<file path="src/rtl/async_fifo_pkg.sv">
// Shared definitions for the asynchronous FIFO status blocks (read-side empty
// and write-side full generators).
package async_fifo_pkg;

    localparam int unsigned SYNC_STAGES = 2;
    localparam int unsigned PTR_MAX_W   = 32;

    // Callers zero-extend narrower pointers and truncate the result. Leading
    // zeros do not change either conversion, so one function serves every
    // pointer width up to PTR_MAX_W.
    function automatic logic [PTR_MAX_W-1:0] bin2gray(input logic [PTR_MAX_W-1:0] b);
        return b ^ (b >> 1);
    endfunction

    function automatic logic [PTR_MAX_W-1:0] gray2bin(input logic [PTR_MAX_W-1:0] g);
        logic [PTR_MAX_W-1:0] b;
        b[PTR_MAX_W-1] = g[PTR_MAX_W-1];
        for (int i = PTR_MAX_W - 2; i >= 0; i--) begin
            b[i] = b[i+1] ^ g[i];
        end
        return b;
    endfunction

endpackage

</file>
<file path="src/rtl/rd_empty_gen_if.sv">
// Read-side status bundle. The consumer (master) drives the pointers, and the
// empty generator (slave) returns the status flags.
interface rd_empty_gen_if #(
    parameter int unsigned SIZE = 8
);
    logic [SIZE:0] wr_ptr_gray;
    logic [SIZE:0] rd_ptr;
    logic          rd_fire;
    logic          empty;
    logic          almost_empty;
    logic [SIZE:0] rd_level;
    logic          underflow;
    logic [SIZE:0] rd_ptr_gray;

    modport master (
        output wr_ptr_gray, rd_ptr, rd_fire,
        input  empty, almost_empty, rd_level, underflow, rd_ptr_gray
    );

    modport slave (
        input  wr_ptr_gray, rd_ptr, rd_fire,
        output empty, almost_empty, rd_level, underflow, rd_ptr_gray
    );
endinterface

</file>
<file path="src/rtl/ptr_sync.sv">
// N-stage flop synchroniser for Gray-coded pointers crossing clock domains.
// The stages are a plain shift chain with no logic between them.
module ptr_sync #(
    parameter int unsigned Width  = 9,
    parameter int unsigned Stages = 2
) (
    input  logic             clk_i,
    input  logic             rst_i,
    input  logic [Width-1:0] d_i,
    output logic [Width-1:0] q_o
);
    logic [Width-1:0] sync_d [Stages];
    logic [Width-1:0] sync_q [Stages];

    always_comb begin
        sync_d[0] = d_i;
        for (int i = 1; i < Stages; i++) begin
            sync_d[i] = sync_q[i-1];
        end
    end

    always_ff @(posedge clk_i) begin
        if (rst_i) begin
            for (int i = 0; i < Stages; i++) begin
                sync_q[i] <= '0;
            end
        end else begin
            sync_q <= sync_d;
        end
    end

    assign q_o = sync_q[Stages-1];
endmodule

</file>
<file path="src/rtl/rd_empty_gen.sv">
// Read-domain status generator. It compares the synchronised write pointer with
// the post-read pointer and produces registered empty, level and underflow status.
module rd_empty_gen
    import async_fifo_pkg::*;
#(
    parameter int unsigned SIZE      = 8,
    parameter int unsigned AE_THRESH = 2
) (
    input logic           rclk,
    input logic           rd_srst,
    rd_empty_gen_if.slave bus
);
    localparam int unsigned PtrW = SIZE + 1;
    typedef logic [PtrW-1:0] ptr_t;

    ptr_t wr_gray_sync;
    ptr_t wbin, rnext, lvl;

    logic empty_d, empty_q;
    logic almost_empty_d, almost_empty_q;
    logic underflow_d, underflow_q;
    ptr_t rd_level_d, rd_level_q;
    ptr_t rd_ptr_gray_d, rd_ptr_gray_q;

    ptr_sync #(
        .Width  (PtrW),
        .Stages (SYNC_STAGES)
    ) u_wr_ptr_sync (
        .clk_i (rclk),
        .rst_i (rd_srst),
        .d_i   (bus.wr_ptr_gray),
        .q_o   (wr_gray_sync)
    );

    // The extra MSB makes the modular difference give 0..2^SIZE across pointer wrap.
    always_comb begin
        wbin           = ptr_t'(gray2bin(PTR_MAX_W'(wr_gray_sync)));
        rnext          = bus.rd_ptr + ptr_t'(bus.rd_fire);
        lvl            = wbin - rnext;
        empty_d        = (lvl == '0);
        almost_empty_d = (lvl <= ptr_t'(AE_THRESH));
        rd_level_d     = lvl;
        rd_ptr_gray_d  = ptr_t'(bin2gray(PTR_MAX_W'(rnext)));
        underflow_d    = underflow_q | (bus.rd_fire & empty_q);
    end

    always_ff @(posedge rclk) begin
        if (rd_srst) begin
            empty_q        <= 1'b1;
            almost_empty_q <= 1'b1;
            underflow_q    <= 1'b0;
            rd_level_q     <= '0;
            rd_ptr_gray_q  <= '0;
        end else begin
            empty_q        <= empty_d;
            almost_empty_q <= almost_empty_d;
            underflow_q    <= underflow_d;
            rd_level_q     <= rd_level_d;
            rd_ptr_gray_q  <= rd_ptr_gray_d;
        end
    end

    assign bus.empty        = empty_q;
    assign bus.almost_empty = almost_empty_q;
    assign bus.underflow    = underflow_q;
    assign bus.rd_level     = rd_level_q;
    assign bus.rd_ptr_gray  = rd_ptr_gray_q;
endmodule

</file>
<file path="src/flat_wrapper.sv">
// flat-port wrapper written by rule: the top's interface ports become plain ports
module rd_empty_gen_flat import async_fifo_pkg::*;
#(
    parameter int unsigned SIZE      = 8,
    parameter int unsigned AE_THRESH = 2
)
  (rclk, rd_srst, bus_wr_ptr_gray, bus_rd_ptr, bus_rd_fire, bus_empty, bus_almost_empty, bus_rd_level, bus_underflow, bus_rd_ptr_gray);
  rd_empty_gen_if #(.SIZE(SIZE)) bus_i ();
  input logic rclk;
  input logic rd_srst;
  input wire logic [$bits(bus_i.wr_ptr_gray)-1:0] bus_wr_ptr_gray;
  input wire logic [$bits(bus_i.rd_ptr)-1:0] bus_rd_ptr;
  input wire logic [$bits(bus_i.rd_fire)-1:0] bus_rd_fire;
  output wire logic [$bits(bus_i.empty)-1:0] bus_empty;
  output wire logic [$bits(bus_i.almost_empty)-1:0] bus_almost_empty;
  output wire logic [$bits(bus_i.rd_level)-1:0] bus_rd_level;
  output wire logic [$bits(bus_i.underflow)-1:0] bus_underflow;
  output wire logic [$bits(bus_i.rd_ptr_gray)-1:0] bus_rd_ptr_gray;
  assign bus_i.wr_ptr_gray = bus_wr_ptr_gray;
  assign bus_i.rd_ptr = bus_rd_ptr;
  assign bus_i.rd_fire = bus_rd_fire;
  assign bus_empty = bus_i.empty;
  assign bus_almost_empty = bus_i.almost_empty;
  assign bus_rd_level = bus_i.rd_level;
  assign bus_underflow = bus_i.underflow;
  assign bus_rd_ptr_gray = bus_i.rd_ptr_gray;
  rd_empty_gen #(.SIZE(SIZE), .AE_THRESH(AE_THRESH)) u_core (.rclk(rclk), .rd_srst(rd_srst), .bus(bus_i));
endmodule
</file>
<file path="config.mk">
export PLATFORM = sky130hd
export DESIGN_NAME = rd_empty_gen_flat
export DESIGN_NICKNAME = d
export VERILOG_FILES = /design/src/rtl/async_fifo_pkg.sv /design/src/rtl/rd_empty_gen_if.sv /design/src/rtl/ptr_sync.sv /design/src/rtl/rd_empty_gen.sv /design/src/flat_wrapper.sv
export SDC_FILE = /design/constraint.sdc
export NUM_CORES = 1
export LEC_CHECK = 0
export CORE_ASPECT_RATIO = 0.75
export CORE_MARGIN = 10
export CORE_UTILIZATION = 40
export CTS_CLUSTER_DIAMETER = 60
export DETAILED_ROUTE_END_ITERATION = 8
export DONT_BUFFER_PORTS = 1
export PLACE_DENSITY = 0.55
export SLEW_MARGIN = 20
export SYNTH_ARGS = -nofsm -noshare
export SYNTH_HDL_FRONTEND = slang
export SYNTH_HIERARCHICAL = 1
export SYNTH_SLANG_ARGS = --single-unit
</file>
<file path="constraint.sdc">
create_clock -name rclk -period 5.94 [get_ports rclk]
set_input_delay 1.188 -clock rclk [delete_from_list [all_inputs] [get_ports rclk]]
set_output_delay 1.188 -clock rclk [all_outputs]
set_load 0.01 [all_outputs]
</file>
==> Yosys cells after proc, flatten, opt, wreduce, memory -nomap -nowiden <==
Cells that the tools add are included.
{ "word_totals": {"ff_bits": 39, "input_bits": 21, "output_inout_bits": 21} }
{ "op_classes": {"addsub": 2, "n_lt_le_gt_ge": 1, "bitwise_logic": 11, "reduce_logical": 1} }
{ "op_table": {"columns": ["op", "count"], "rows": [
  ["adder 9 x 1 -> 9 bit", 1],
  ["<= comparator 9 x 2 -> 1 bit (second input constant)", 1],
  ["zero test 9 bit", 1],
  ["subtractor 9 bit", 1],
  ["bitwise XOR 9 x 8 -> 9 bit", 1],
  ["bitwise XOR 1 bit", 8],
  ["bitwise AND 1 bit", 1],
  ["OR 1 bit", 1]
]} }

==> Depth between registers and ports, before layout <==
Gate-level depths: netlist (run 1).
{ "depth": {"ltp_word": 10, "mapped_depth": 15, "mapped_depth_nobuf": 14} }

==> By module <==
The synthesis (run 1) kept the hierarchy.
{ "by_module_without_submodules": {"columns": ["module", "n_inst", "cells_per_inst", "area_per_inst_um2", "seq_area_each_um2"], "rows": [
  ["rd_empty_gen", 1, 171, 1512.7, 420.4],
  ["ptr_sync", 1, 37, 489.2, 360.3]
]} }

==> Least setup slack after synthesis (run 1) <==
No wires, ideal clock.
{ "synth_path": {"path_kind": "reg2reg", "start": "reg u_core.u_wr_ptr_sync.sync_q, in the netlist u_core/u_wr_ptr_sync/q_o[8]", "end": "reg u_core.almost_empty_q (netlist: u_core/bus.almost_empty)", "setup_ns": 0.101, "arrival_ns": 3.527, "path_slack_ns": 2.312, "stages_incl_launch_ff": 15, "path_buffers": 1, "period_less_slack_ns": 3.628, "path_cell_list": "dfxtp_1 > xor3_2 > xnor3_2 > xnor2_2 > xor2_1 > xnor2_1 > ha_1 > fa_1 > clkbuf_1 > a211oi_1 > mux2i_1 > nand4_1 > o211ai_2 > xnor2_1 > o41ai_1"} }
{ "synth_via": {"elab_chain_cells": 10} }
{ "synth_lines": {"columns": ["item", "line", "rtl"], "rows": [
  ["from (decl)", "ptr_sync.sv:13", "logic [Width-1:0] sync_q [Stages];"],
  ["from (signal assigned)", "ptr_sync.sv:28", "sync_q <= sync_d;"],
  ["bitwise XOR 1 bit (8 in a row)", "async_fifo_pkg.sv:19", "b[i] = b[i+1] ^ g[i];"],
  ["subtractor 9 bit *", "rd_empty_gen.sv:39", "lvl = wbin - rnext;"],
  ["<= comparator 9 x 2 -> 1 bit *", "rd_empty_gen.sv:41", "almost_empty_d = (lvl <= ptr_t'(AE_THRESH));"],
  ["to (signal assigned)", "rd_empty_gen.sv:56", "almost_empty_q <= almost_empty_d;"],
  ["to (decl)", "rd_empty_gen.sv:20", "logic almost_empty_d, almost_empty_q;"]
]} }
Every way passes the cells marked *; elsewhere a longest branch is shown, timed or not.
A chain may end at the register's enable or synchronous reset.

==> Final worst setup path (run 1) <==
{ "layout_path": {"start": "reg u_core.u_wr_ptr_sync.sync_q, in the netlist u_core/u_wr_ptr_sync/q_o[8]", "end": "reg u_core.empty_q (netlist: u_core/bus.empty)"} }
{ "layout_via": {"elab_chain_cells": 10} }
{ "layout_lines": {"columns": ["item", "line", "rtl"], "rows": [
  ["bitwise XOR 1 bit (8 in a row)", "async_fifo_pkg.sv:19", null],
  ["subtractor 9 bit *", "rd_empty_gen.sv:39", null],
  ["zero test 9 bit *", "rd_empty_gen.sv:40", "empty_d = (lvl == '0);"],
  ["to (signal assigned)", "rd_empty_gen.sv:55", "empty_q <= empty_d;"],
  ["to (decl)", "rd_empty_gen.sv:19", "logic empty_d, empty_q;"]
]} }
Marks and branches as above.

==> results of run 1 <==
per-layer routing:
layer	vias up	global-route usage, %	wire [um]
li1	711	-	-
met1	665	14.3	2070
met2	38	16.7	1860
met3	7	4.41	353
met4	0	3.99	51
met5	-	0	0
metrics by stage:
stage / area (um2) / util (%) / power (mW) / std cells
6_report: 2150 / 44.1 / 0.742 / 269
2_1_floorplan: 2000 / - / 0.511 / 208
3_5_place_dp: 2050 / 42.0 / 0.556 / 261
4_1_cts: 2150 / 44.1 / 0.753 / 269
5_1_grt: 2150 / 44.1 / 0.799 / 269
3_3_place_gp: 2050 / 42.0 / 0.553 / 261
placed cells by master, fill, tap and decap left out, types with 2 or more instances in the layout:
master / instances
a21oi_1: 3
xor2_1: 9
mux2i_1: 4
clkbuf_8: 7
a21o_1: 3
or3_1: 2
o311ai_0: 3
nand2_1: 9
dfxtp_1: 39
a211oi_1: 5
o41ai_1: 3
nand3_1: 6
xnor2_1: 19
and2_1: 4
nor2_1: 28
inv_1: 6
nand4_1: 4
nor3_1: 6
ha_1: 9
o211ai_1: 2
nor2b_1: 12
and2b_1: 7
worst paths after layout:
check | startpoint | endpoint | cells past startpoint | slack (ps)
max | u_core/u_wr_ptr_sync/q_o[8]$_SDFF_PP0_ | u_core/bus.empty$_SDFF_PP1_ | 13 | 1750
min | u_core/u_wr_ptr_sync/sync_d[4]$_SDFF_PP0_ | u_core/u_wr_ptr_sync/q_o[4]$_SDFF_PP0_ | 1 | 440
max reg2reg | u_core/u_wr_ptr_sync/q_o[8]$_SDFF_PP0_ | u_core/bus.empty$_SDFF_PP1_ | 13 | 1750
min reg2reg | u_core/u_wr_ptr_sync/sync_d[4]$_SDFF_PP0_ | u_core/u_wr_ptr_sync/q_o[4]$_SDFF_PP0_ | 1 | 440
flip-flops by register name, summed over array words and instances (netlist names):
| register | cells |
|---|---|
| u_core/bus.underflow | 1 |
| u_core/bus.rd_level | 9 |
| u_core/bus.almost_empty | 1 |
| u_core/u_wr_ptr_sync/sync_d | 9 |
| u_core/bus.rd_ptr_gray | 9 |
| u_core/u_wr_ptr_sync/q_o | 9 |
| u_core/bus.empty | 1 |
where the power goes:
group / internal (mW) / leakage (nW) / switching (mW) / total (mW)
clock network: 0.106 / 0.0515 / 0.0866 / 0.193
registers: 0.293 / 0.324 / 0.0263 / 0.319
logic: 0.0980 / 0.501 / 0.132 / 0.230
worst max-delay path, stage by stage, from the launching register on:
cell	delay, ps
dfxtp_1	390
xor3_2	540
xnor3_2	300
xnor2_2	330
xor2_1	310
xnor2_1	130
ha_1	230
fa_1	550
a211o_1	320
mux2i_1	130
o41ai_1	130
a211oi_2	290
nand2_1	120
o41ai_1	310
area by class of cell:
| type | instances | area (um2) |
|---|---|---|
| Fill cell | 472 | 2730 |
| Tap cell | 60 | 75.1 |
| Inverter | 6 | 22.5 |
| Multi-Input combinational cell | 156 | 1170 |
| Clock buffer | 8 | 100 |
| Sequential cell | 39 | 781 |
kinds of logic after synthesis:
kind of cell,count (synthesis)
compound gates,27
xor+xnor,33
fa+ha+maj,10
buf+inv,13
flops,39
mux,4
simple gates,82
==> impl_metrics.py, run 1 <==
metrics = {
    "power": {
        "p_per_area_mw_per_mm2": 346,
        "ir_drop_mv": 0.175,
        "power.leakage_nw": 0.877,
    },
    "synth": {
        "synth_edf_count": 0,
        "yosys.area_share.simple_pct": 21.0,
        "synth-seq-cells": 39,
        "synthTopCellsByArea": "dfxtp_1 (39%), xnor2_1 (8.3%), ha_1 (5.6%), nor2_1 (5.3%), xor2_1 (3.9%)",
        "synthMuxAreaShare_pct": 2.00,
        "yosysMostFrequentCell": "dfxtp_1",
        "synth_top_family_by_area": "simple AND/OR/NAND/NOR gates",
        "synth_cell_types": 42,
        "synth_ff_type": "dfxtp_1",
        "synth_top_area_cell": "dfxtp_1",
        "seq_area_frac_synth_pct": 39.0,
        "syn_area_mm2": 0.00200,
        "synthArstFlopShare_pct": 0,
        "yosysWarnings": 6,
        "synthAdderAreaFrac_pct": 6.63,
        "synth_top_area_share_pct": 39.0,
        "synth_xor_area_share_pct": 18.0,
        "syn_area_per_cell_um2": 9.62,
        "synth_compound_area_share_pct": 10.8,
        "netlist_instances": 208,
        "synth_common_cells": "dfxtp_1 (39), nor2_1 (28), xnor2_1 (19)",
        "syn-num-nets": 239,
    },
    "setup_path": {
        "path_max_fanout": 11,
        "critPathLaunchType": "register",
        "crit_type": "reg2reg",
        "crit_path_end_kind": "register",
        "critPathArrivalTime_ps": 4370,
        "critPathRequiredTime_ps": 6120,
    },
    "routing": {
        "remaining_drc_errors": 0,
        "firstDrtPassIters": 4,
        "viasPerCell": 5.28,
        "ant_nets": 0,
        "post_drt_wl_per_cell_um": 16.1,
        "num_vias": 1421,
        "routed_wl_mm": 4.34,
        "drtIter0Drc": 45,
    },
    "die": {
        "fp.dieH_um": 81.3,
        "fp.dieW_um": 102,
        "start_util_pct": 41.1,
        "num_rows": 22,
        "core_area_mm2": 0.00487,
        "io_pins": 42,
        "die-area_mm2": 0.00826,
    },
    "clocking": {
        "hold_buffers": 0,
        "clk_pin_slew_ps": 70,
        "numCtsBuffers": 5,
        "htree_levels": 2,
        "cts-root-buf": "clkbuf_8",
        "post_cts_resized": 0,
        "cts_tree": "done",
        "clk_latency_ps": 280,
        "cts_setup_buffers": 0,
        "numClockSinks": 39,
        "clk_path_buf_depth": 2,
    },
    "run_status": {
        "status": "complete, no violations",
    },
    "sta": {
        "holdWs_ps": 439,
        "slew_headroom_pct": 34.7,
        "timing.fmax_mhz": 239,
        "hold_viol": 0,
        "setup_tns_ps": 0,
        "fin_crit_ps": 4190,
        "fin_skew_ps": 5.65,
        "setup_violations": 0,
        "tightest_slew_ps": 976,
        "worst_slack_ps": 1750,
        "rsz0062_at_grt": "false",
        "slew_violations": 0,
        "finalCritPeriodShare_pct": 70.5,
    },
    "place": {
        "hpwlAfterDp_mm": 3.43,
        "gp_congestion": 0.810,
        "dp_slack_ps": 1780,
        "io_buffers": 0,
    },
    "global_route": {
        "antenna_found_initial": 0,
        "grt_max_degree": 37,
        "grt_pass1_vias": 1439,
        "grt_use_total_pct": 11.2,
        "grt_pass1_wl_mm": 7.24,
        "overflow": 0,
    },
    "job": {
        "drv_cap": 0,
    },
    "layout": {
        "nNetsFinal": 239,
        "n_antenna_cell": 0,
        "drive_gt1_share_pct": 6.70,
        "synthToLayoutAreaGrowth_pct": 7.25,
    },
    "hold_path": {
        "min_path_type": "reg2reg",
    },
}
(Power assumes the default switching activity.)
==> run 2, diff against run 1 <==
==> constraint.sdc (replaced) <==
create_clock -name rclk -period 3.9 [get_ports rclk]
set_input_delay 0.78 -clock rclk [delete_from_list [all_inputs] [get_ports rclk]]
set_output_delay 0.78 -clock rclk [all_outputs]
set_load 0.01 [all_outputs]
==> run 2 against run 1 <==
  * Setup slack worse by 1600 ps
  * Sequential power is 53% higher
  * Combinational power increased by 88%
  * Final cell count up 4.1%
  * Global-route usage rose by 0.99 points
  * Via count grew 5.4%
  * Count of clock-buffer cells in the layout decreased by 2
  * Final area grew 8.2%
  * Critical path type unchanged
  * Largest cell class unchanged
==> impl_metrics.py, run 2 (synthesized netlist as in run 1, its figures left out) <==
metrics = {
    "setup_path": {
        "crit_start": "u_core/u_wr_ptr_sync/q_o[8]$_SDFF_PP0_",
        "crit_type": "reg2reg",
        "critPathLaunchType": "register",
        "crit_path_end_kind": "register",
        "r2r_slack_ps": 140,
        "path_max_fanout": 5,
        "critPathArrivalTime_ps": 3950,
        "reg2reg_from": "u_core/u_wr_ptr_sync/q_o[8]$_SDFF_PP0_",
        "cp_slowest_stage_delay_ps": 450,
        "worstPathCellList": "xor3_2 > xnor3_2 > xnor2_4 > xor2_2 > xnor2_1 > ha_2 > fa_2 > clkbuf_2 > o311ai_0 > o31a_1 > nand4_1 > o41ai_2",
        "critPathRequiredTime_ps": 4090,
        "crit_slowest_cell": "xor3_2",
    },
    "place": {
        "dp_slack_ps": -22.6,
        "placedCellCount": 266,
        "gp_congestion": 0.772,
        "io_buffers": 0,
        "placed_area_mm2": 0.00208,
        "hpwlAfterDp_mm": 3.80,
    },
    "sta": {
        "holdWs_ps": 436,
        "fin_skew_ps": 5.88,
        "setup_violations": 0,
        "slew_violations": 0,
        "timing.fmax_mhz": 266,
        "worst_slack_ps": 139,
        "hold_viol": 0,
        "finalCritPeriodShare_pct": 96.4,
        "tightest_slew_ps": 689,
        "fin_crit_ps": 3760,
        "slew_headroom_pct": 53.7,
        "setup_tns_ps": 0,
    },
    "routing": {
        "routed_wl_mm": 5.01,
        "ant_nets": 0,
        "remaining_drc_errors": 0,
        "viasPerCell": 5.35,
        "post_drt_wl_per_cell_um": 17.9,
        "drtIter0Drc": 57,
        "firstDrtPassIters": 4,
        "num_vias": 1498,
    },
    "power": {
        "power.leakage_nw": 0.958,
        "p_per_area_mw_per_mm2": 566,
        "ir_drop_mv": 0.186,
        "total_power_mw": 1.31,
    },
    "clocking": {
        "numClockSinks": 39,
        "clk_path_buf_depth": 2,
        "cts_tree": "done",
        "htree_levels": 2,
        "clk_latency_ps": 290,
        "clk_pin_slew_ps": 80,
        "cts-root-buf": "clkbuf_8",
        "numCtsBuffers": 5,
    },
    "die": {
        "fp.dieW_um": 102,
        "die-area_mm2": 0.00826,
        "io_pins": 42,
        "num_rows": 22,
        "start_util_pct": 41.1,
        "core_area_mm2": 0.00487,
        "fp.dieH_um": 81.3,
    },
    "layout": {
        "nNetsFinal": 250,
        "fill_cells": 481,
        "fin_util_pct": 47.7,
        "n_antenna_cell": 0,
        "final_cells": 280,
        "stdcell_area_mm2": 0.00232,
        "synthToLayoutAreaGrowth_pct": 16.1,
        "mostFrequentLayoutCells": "dfxtp_1 (38), nor2_1 (26), xnor2_1 (18)",
        "final_common_cell": "dfxtp_1",
        "drive_gt1_share_pct": 16.4,
    },
    "global_route": {
        "grt_pass1_wl_mm": 7.79,
        "grt_max_degree": 37,
        "overflow": 0,
        "antenna_found_initial": 0,
        "grt_use_total_pct": 12.2,
        "grt_pass1_vias": 1508,
    },
    "run_status": {
        "status": "complete, no violations",
    },
    "hold_path": {
        "min_from": "u_core/u_wr_ptr_sync/sync_d[3]$_SDFF_PP0_",
        "min_path_type": "reg2reg",
    },
    "job": {
        "drv_cap": 0,
    },
}
run 2: cell count changes in the layout (fill, tap and decap cells not counted), moves of 2 or more:
cell       before  now
o311ai_1        0    2
nor2_1         28   26
o41ai_2         0    2
bufinv_16       0    2
o311ai_0        3    1
o41ai_1         3    1
nor2_2          0    2
buf_4           0   10
clkbuf_8        7    5
run 2: per-layer routing:
layer	vias to the layer above	global-route usage, %	share of wire [%]
met3	6	4.33	8.0
li1	730	-	-
met5	-	0	0
met2	52	19.4	45
met4	0	4.56	1.3
met1	710	14.9	46
run 2: area by class of cell:
cell class / count / area, um2 / share of cell area [%]
repair buffers: 11 / 80.1 / 3.45
inverters: 6 / 22.5 / 0.969
clock inverters: 2 / 60.1 / 2.58
well taps: 60 / 75.1 / 3.23
multi-input cells: 156 / 1230 / 53.0
clock buffers: 6 / 72.6 / 3.12
flip-flops and latches: 39 / 782 / 33.7
run 2: path summary, 6_finish.rpt:
check / end / cells after the start
worst max-delay path: u_core/bus.empty$_SDFF_PP1_ / 12
worst min-delay path: u_core/u_wr_ptr_sync/q_o[3]$_SDFF_PP0_ / 1
worst max register to register: u_core/bus.empty$_SDFF_PP1_ / 12
worst min register to register: u_core/u_wr_ptr_sync/q_o[3]$_SDFF_PP0_ / 1
run 2: critical path: cells and delay by family (launching register included):
kind	cells	cell delay [ps]
xor gates and xnor gates	5	1370
adders and majority gates	2	610
AOI/OAI and AO/OA	3	1000
buffers and inverters	1	150
and+or+nand+nor	1	170
DFF	1	360
run 2: what timing repair did:
action,4_1_cts,5_1_grt
gates resized for setup,1,13
buffers inserted,0,6
hold buffers,0,0
endpoints found under the setup margin,2,3
pin swaps,0,7
run 2: where the power goes:
part	total, mW	switching (mW)	internal [mW]	leakage, nW
Clock	0.396	0.140	0.256	0.0654
Combinational	0.432	0.242	0.190	0.568
Sequential	0.487	0.0408	0.446	0.325
==> run 3, diff against run 2 <==
--- a/config.mk
+++ b/config.mk
@@ -5,8 +5,8 @@
 export SDC_FILE = /design/constraint.sdc
 export NUM_CORES = 1
 export LEC_CHECK = 0
+export ABC_CLOCK_PERIOD_IN_PS = 3900
 export CORE_ASPECT_RATIO = 0.75
-export CORE_MARGIN = 10
 export CORE_UTILIZATION = 40
 export CTS_CLUSTER_DIAMETER = 60
 export DETAILED_ROUTE_END_ITERATION = 8
==> run 3 against run 2 <==
  * First-iteration DRC count grew 47%
  * Combinational power fell by 1%
  * Final cell count down 1.1%
  * Critical path depth rose by 2
  * Critical path type unchanged
==> impl_metrics.py, run 3 (synthesized netlist as in run 1, its figures left out) <==
metrics = {
    "setup_path": {
        "critPathRequiredTime_ps": 4090,
        "crit_slowest_cell": "xor3_2",
        "reg2reg_depth": 14,
        "path_max_fanout": 7,
        "r2r_slack_ps": 160,
        "cpMostUsedCell": "xnor2_1",
        "worstPathCellList": "xor3_2 > xnor3_2 > xnor2_4 > xor2_2 > xnor2_1 > ha_2 > fa_2 > buf_4 > nor2_1 > nand2_1 > nand4_1 > o211ai_2 > xnor2_1 > o41ai_2",
        "r2r_end": "u_core/bus.almost_empty$_SDFF_PP1_",
        "critPathLaunchType": "register",
        "crit_start": "u_core/u_wr_ptr_sync/q_o[8]$_SDFF_PP0_",
        "reg2reg_from": "u_core/u_wr_ptr_sync/q_o[8]$_SDFF_PP0_",
        "worstSetupEndpoint": "u_core/bus.almost_empty$_SDFF_PP1_",
        "crit_path_end_kind": "register",
        "cp_slowest_stage_delay_ps": 450,
        "critPathArrivalTime_ps": 3930,
        "crit_type": "reg2reg",
    },
    "sta": {
        "fin_crit_ps": 3740,
        "holdWs_ps": 431,
        "slew_violations": 0,
        "hold_viol": 0,
        "tightest_slew_ps": 768,
        "timing.fmax_mhz": 267,
        "rsz0062_at_grt": "true",
        "slew_headroom_pct": 48.4,
        "setup_tns_ps": 0,
        "finalCritPeriodShare_pct": 95.9,
        "fin_skew_ps": 5.74,
        "setup_violations": 0,
    },
    "routing": {
        "ant_nets": 0,
        "remaining_drc_errors": 0,
        "routed_wl_mm": 4.41,
        "post_drt_wl_per_cell_um": 15.9,
        "num_vias": 1499,
        "drtIter0Drc": 84,
        "viasPerCell": 5.41,
        "firstDrtPassIters": 4,
    },
    "die": {
        "core_area_mm2": 0.00462,
        "io_pins": 42,
        "fp.dieW_um": 83.7,
        "start_util_pct": 43.3,
        "die-area_mm2": 0.00529,
        "fp.dieH_um": 63.3,
        "num_rows": 21,
    },
    "place": {
        "gp_congestion": 0.802,
        "placedCellCount": 263,
        "hpwlAfterDp_mm": 3.27,
        "io_buffers": 0,
    },
    "clocking": {
        "cts_tree": "done",
        "numCtsBuffers": 5,
        "clk_latency_ps": 290,
        "numClockSinks": 39,
        "clk_pin_slew_ps": 80,
        "cts-root-buf": "clkbuf_8",
        "clk_path_buf_depth": 2,
        "htree_levels": 2,
    },
    "power": {
        "seq_power_share_pct": 38.4,
        "p_int_uw": 847,
        "p_per_area_mw_per_mm2": 552,
        "ir_drop_mv": 0.289,
        "power.leakage_nw": 0.949,
        "power.switching_uw": 416,
        "total_power_mw": 1.26,
        "switching_share_pct": 32.9,
        "power_frac_comb_pct": 33.7,
        "p_clk_share_pct": 27.9,
    },
    "job": {
        "drv_cap": 0,
    },
    "hold_path": {
        "min_path_type": "reg2reg",
    },
    "layout": {
        "nNetsFinal": 250,
        "final_common_cell": "dfxtp_1",
        "final_cells": 277,
        "synthToLayoutAreaGrowth_pct": 14.3,
        "drive_gt1_share_pct": 15.0,
        "n_antenna_cell": 0,
        "mostFrequentLayoutCells": "dfxtp_1 (38), nor2_1 (28), xnor2_1 (18)",
    },
    "global_route": {
        "antenna_found_initial": 0,
        "grt_use_total_pct": 17.7,
        "grt_max_degree": 37,
        "grt_pass1_vias": 1467,
        "overflow": 0,
        "grt_pass1_wl_mm": 7.23,
    },
    "run_status": {
        "status": "complete, no violations",
    },
}
[run 3: layout make-up]
class / count / area (um2)
Clock inverter: 2 / 35.0
Timing Repair Buffer: 11 / 80.1
Fill cell: 437 / 2340
Sequential cell: 39 / 782
Multi-Input combinational cell: 156 / 1210
Clock buffer: 6 / 82.6
Inverter: 6 / 22.5
Tap cell: 57 / 71.3
[run 3: critical path, delay by kind of cell, from the launching register on]
family,cells,cell delay (ps)
AOI/OAI and AO/OA,2,420
adders and majority gates,2,660
DFF,1,370
xor gates and xnor gates,6,1530
buffers and inverters,1,160
and+or+nand+nor,3,520
[run 3: worst min-delay path by stage]
stage / start / cells after the start / slack (ps) / end
finish: u_core/u_wr_ptr_sync/sync_d[2]$_SDFF_PP0_ / 1 / 430 / u_core/u_wr_ptr_sync/q_o[2]$_SDFF_PP0_
detailed placement: u_core/u_wr_ptr_sync/sync_d[2]$_SDFF_PP0_ / 1 / 420 / u_core/u_wr_ptr_sync/q_o[2]$_SDFF_PP0_
floorplan: u_core/u_wr_ptr_sync/sync_d[0]$_SDFF_PP0_ / 1 / 410 / u_core/u_wr_ptr_sync/q_o[0]$_SDFF_PP0_
global placement: u_core/u_wr_ptr_sync/sync_d[1]$_SDFF_PP0_ / 1 / 420 / u_core/u_wr_ptr_sync/q_o[1]$_SDFF_PP0_
global route: u_core/u_wr_ptr_sync/sync_d[6]$_SDFF_PP0_ / 1 / 460 / u_core/u_wr_ptr_sync/q_o[6]$_SDFF_PP0_
CTS: u_core/u_wr_ptr_sync/sync_d[2]$_SDFF_PP0_ / 1 / 440 / u_core/u_wr_ptr_sync/q_o[2]$_SDFF_PP0_
[run 3: timing repair]
action,in CTS,in global routing
gates resized for setup,1,9
setup endpoints to repair,2,4
pin swaps,0,8
hold buffers,0,0
setup buffers,0,6
endpoints found under the hold margin,0,0
[run 3: stage by stage]
stage          setup WS [ps]  instance area, um2  utilization, %
2_1_floorplan            272                2000               -
3_3_place_gp             139                2080            45.0
3_5_place_dp           -75.5                2080            45.0
4_1_cts                 39.6                2200            47.6
5_1_grt                -47.6                2290            49.5
6_report                 159                2290            49.5
[run 3: power by group through the flow]
stage	combinational (mW)	clock (mW)	sequential [mW]
4_1_cts	0.371	0.359	0.486
5_1_grt	0.471	0.379	0.490
2_1_floorplan	0.290	0	0.488
6_report	0.426	0.352	0.485
3_5_place_dp	0.365	0	0.495
3_3_place_gp	0.359	0	0.495
[run 3: metal layers]
layer | track usage [%] | part of all wire (%) | vias to the layer above
li1 | - | - | 735
met1 | 24.1 | 47 | 704
met2 | 27.9 | 46 | 55
met3 | 4.46 | 6.3 | 5
met4 | 4.45 | 0.73 | 0
met5 | 0 | 0 | -
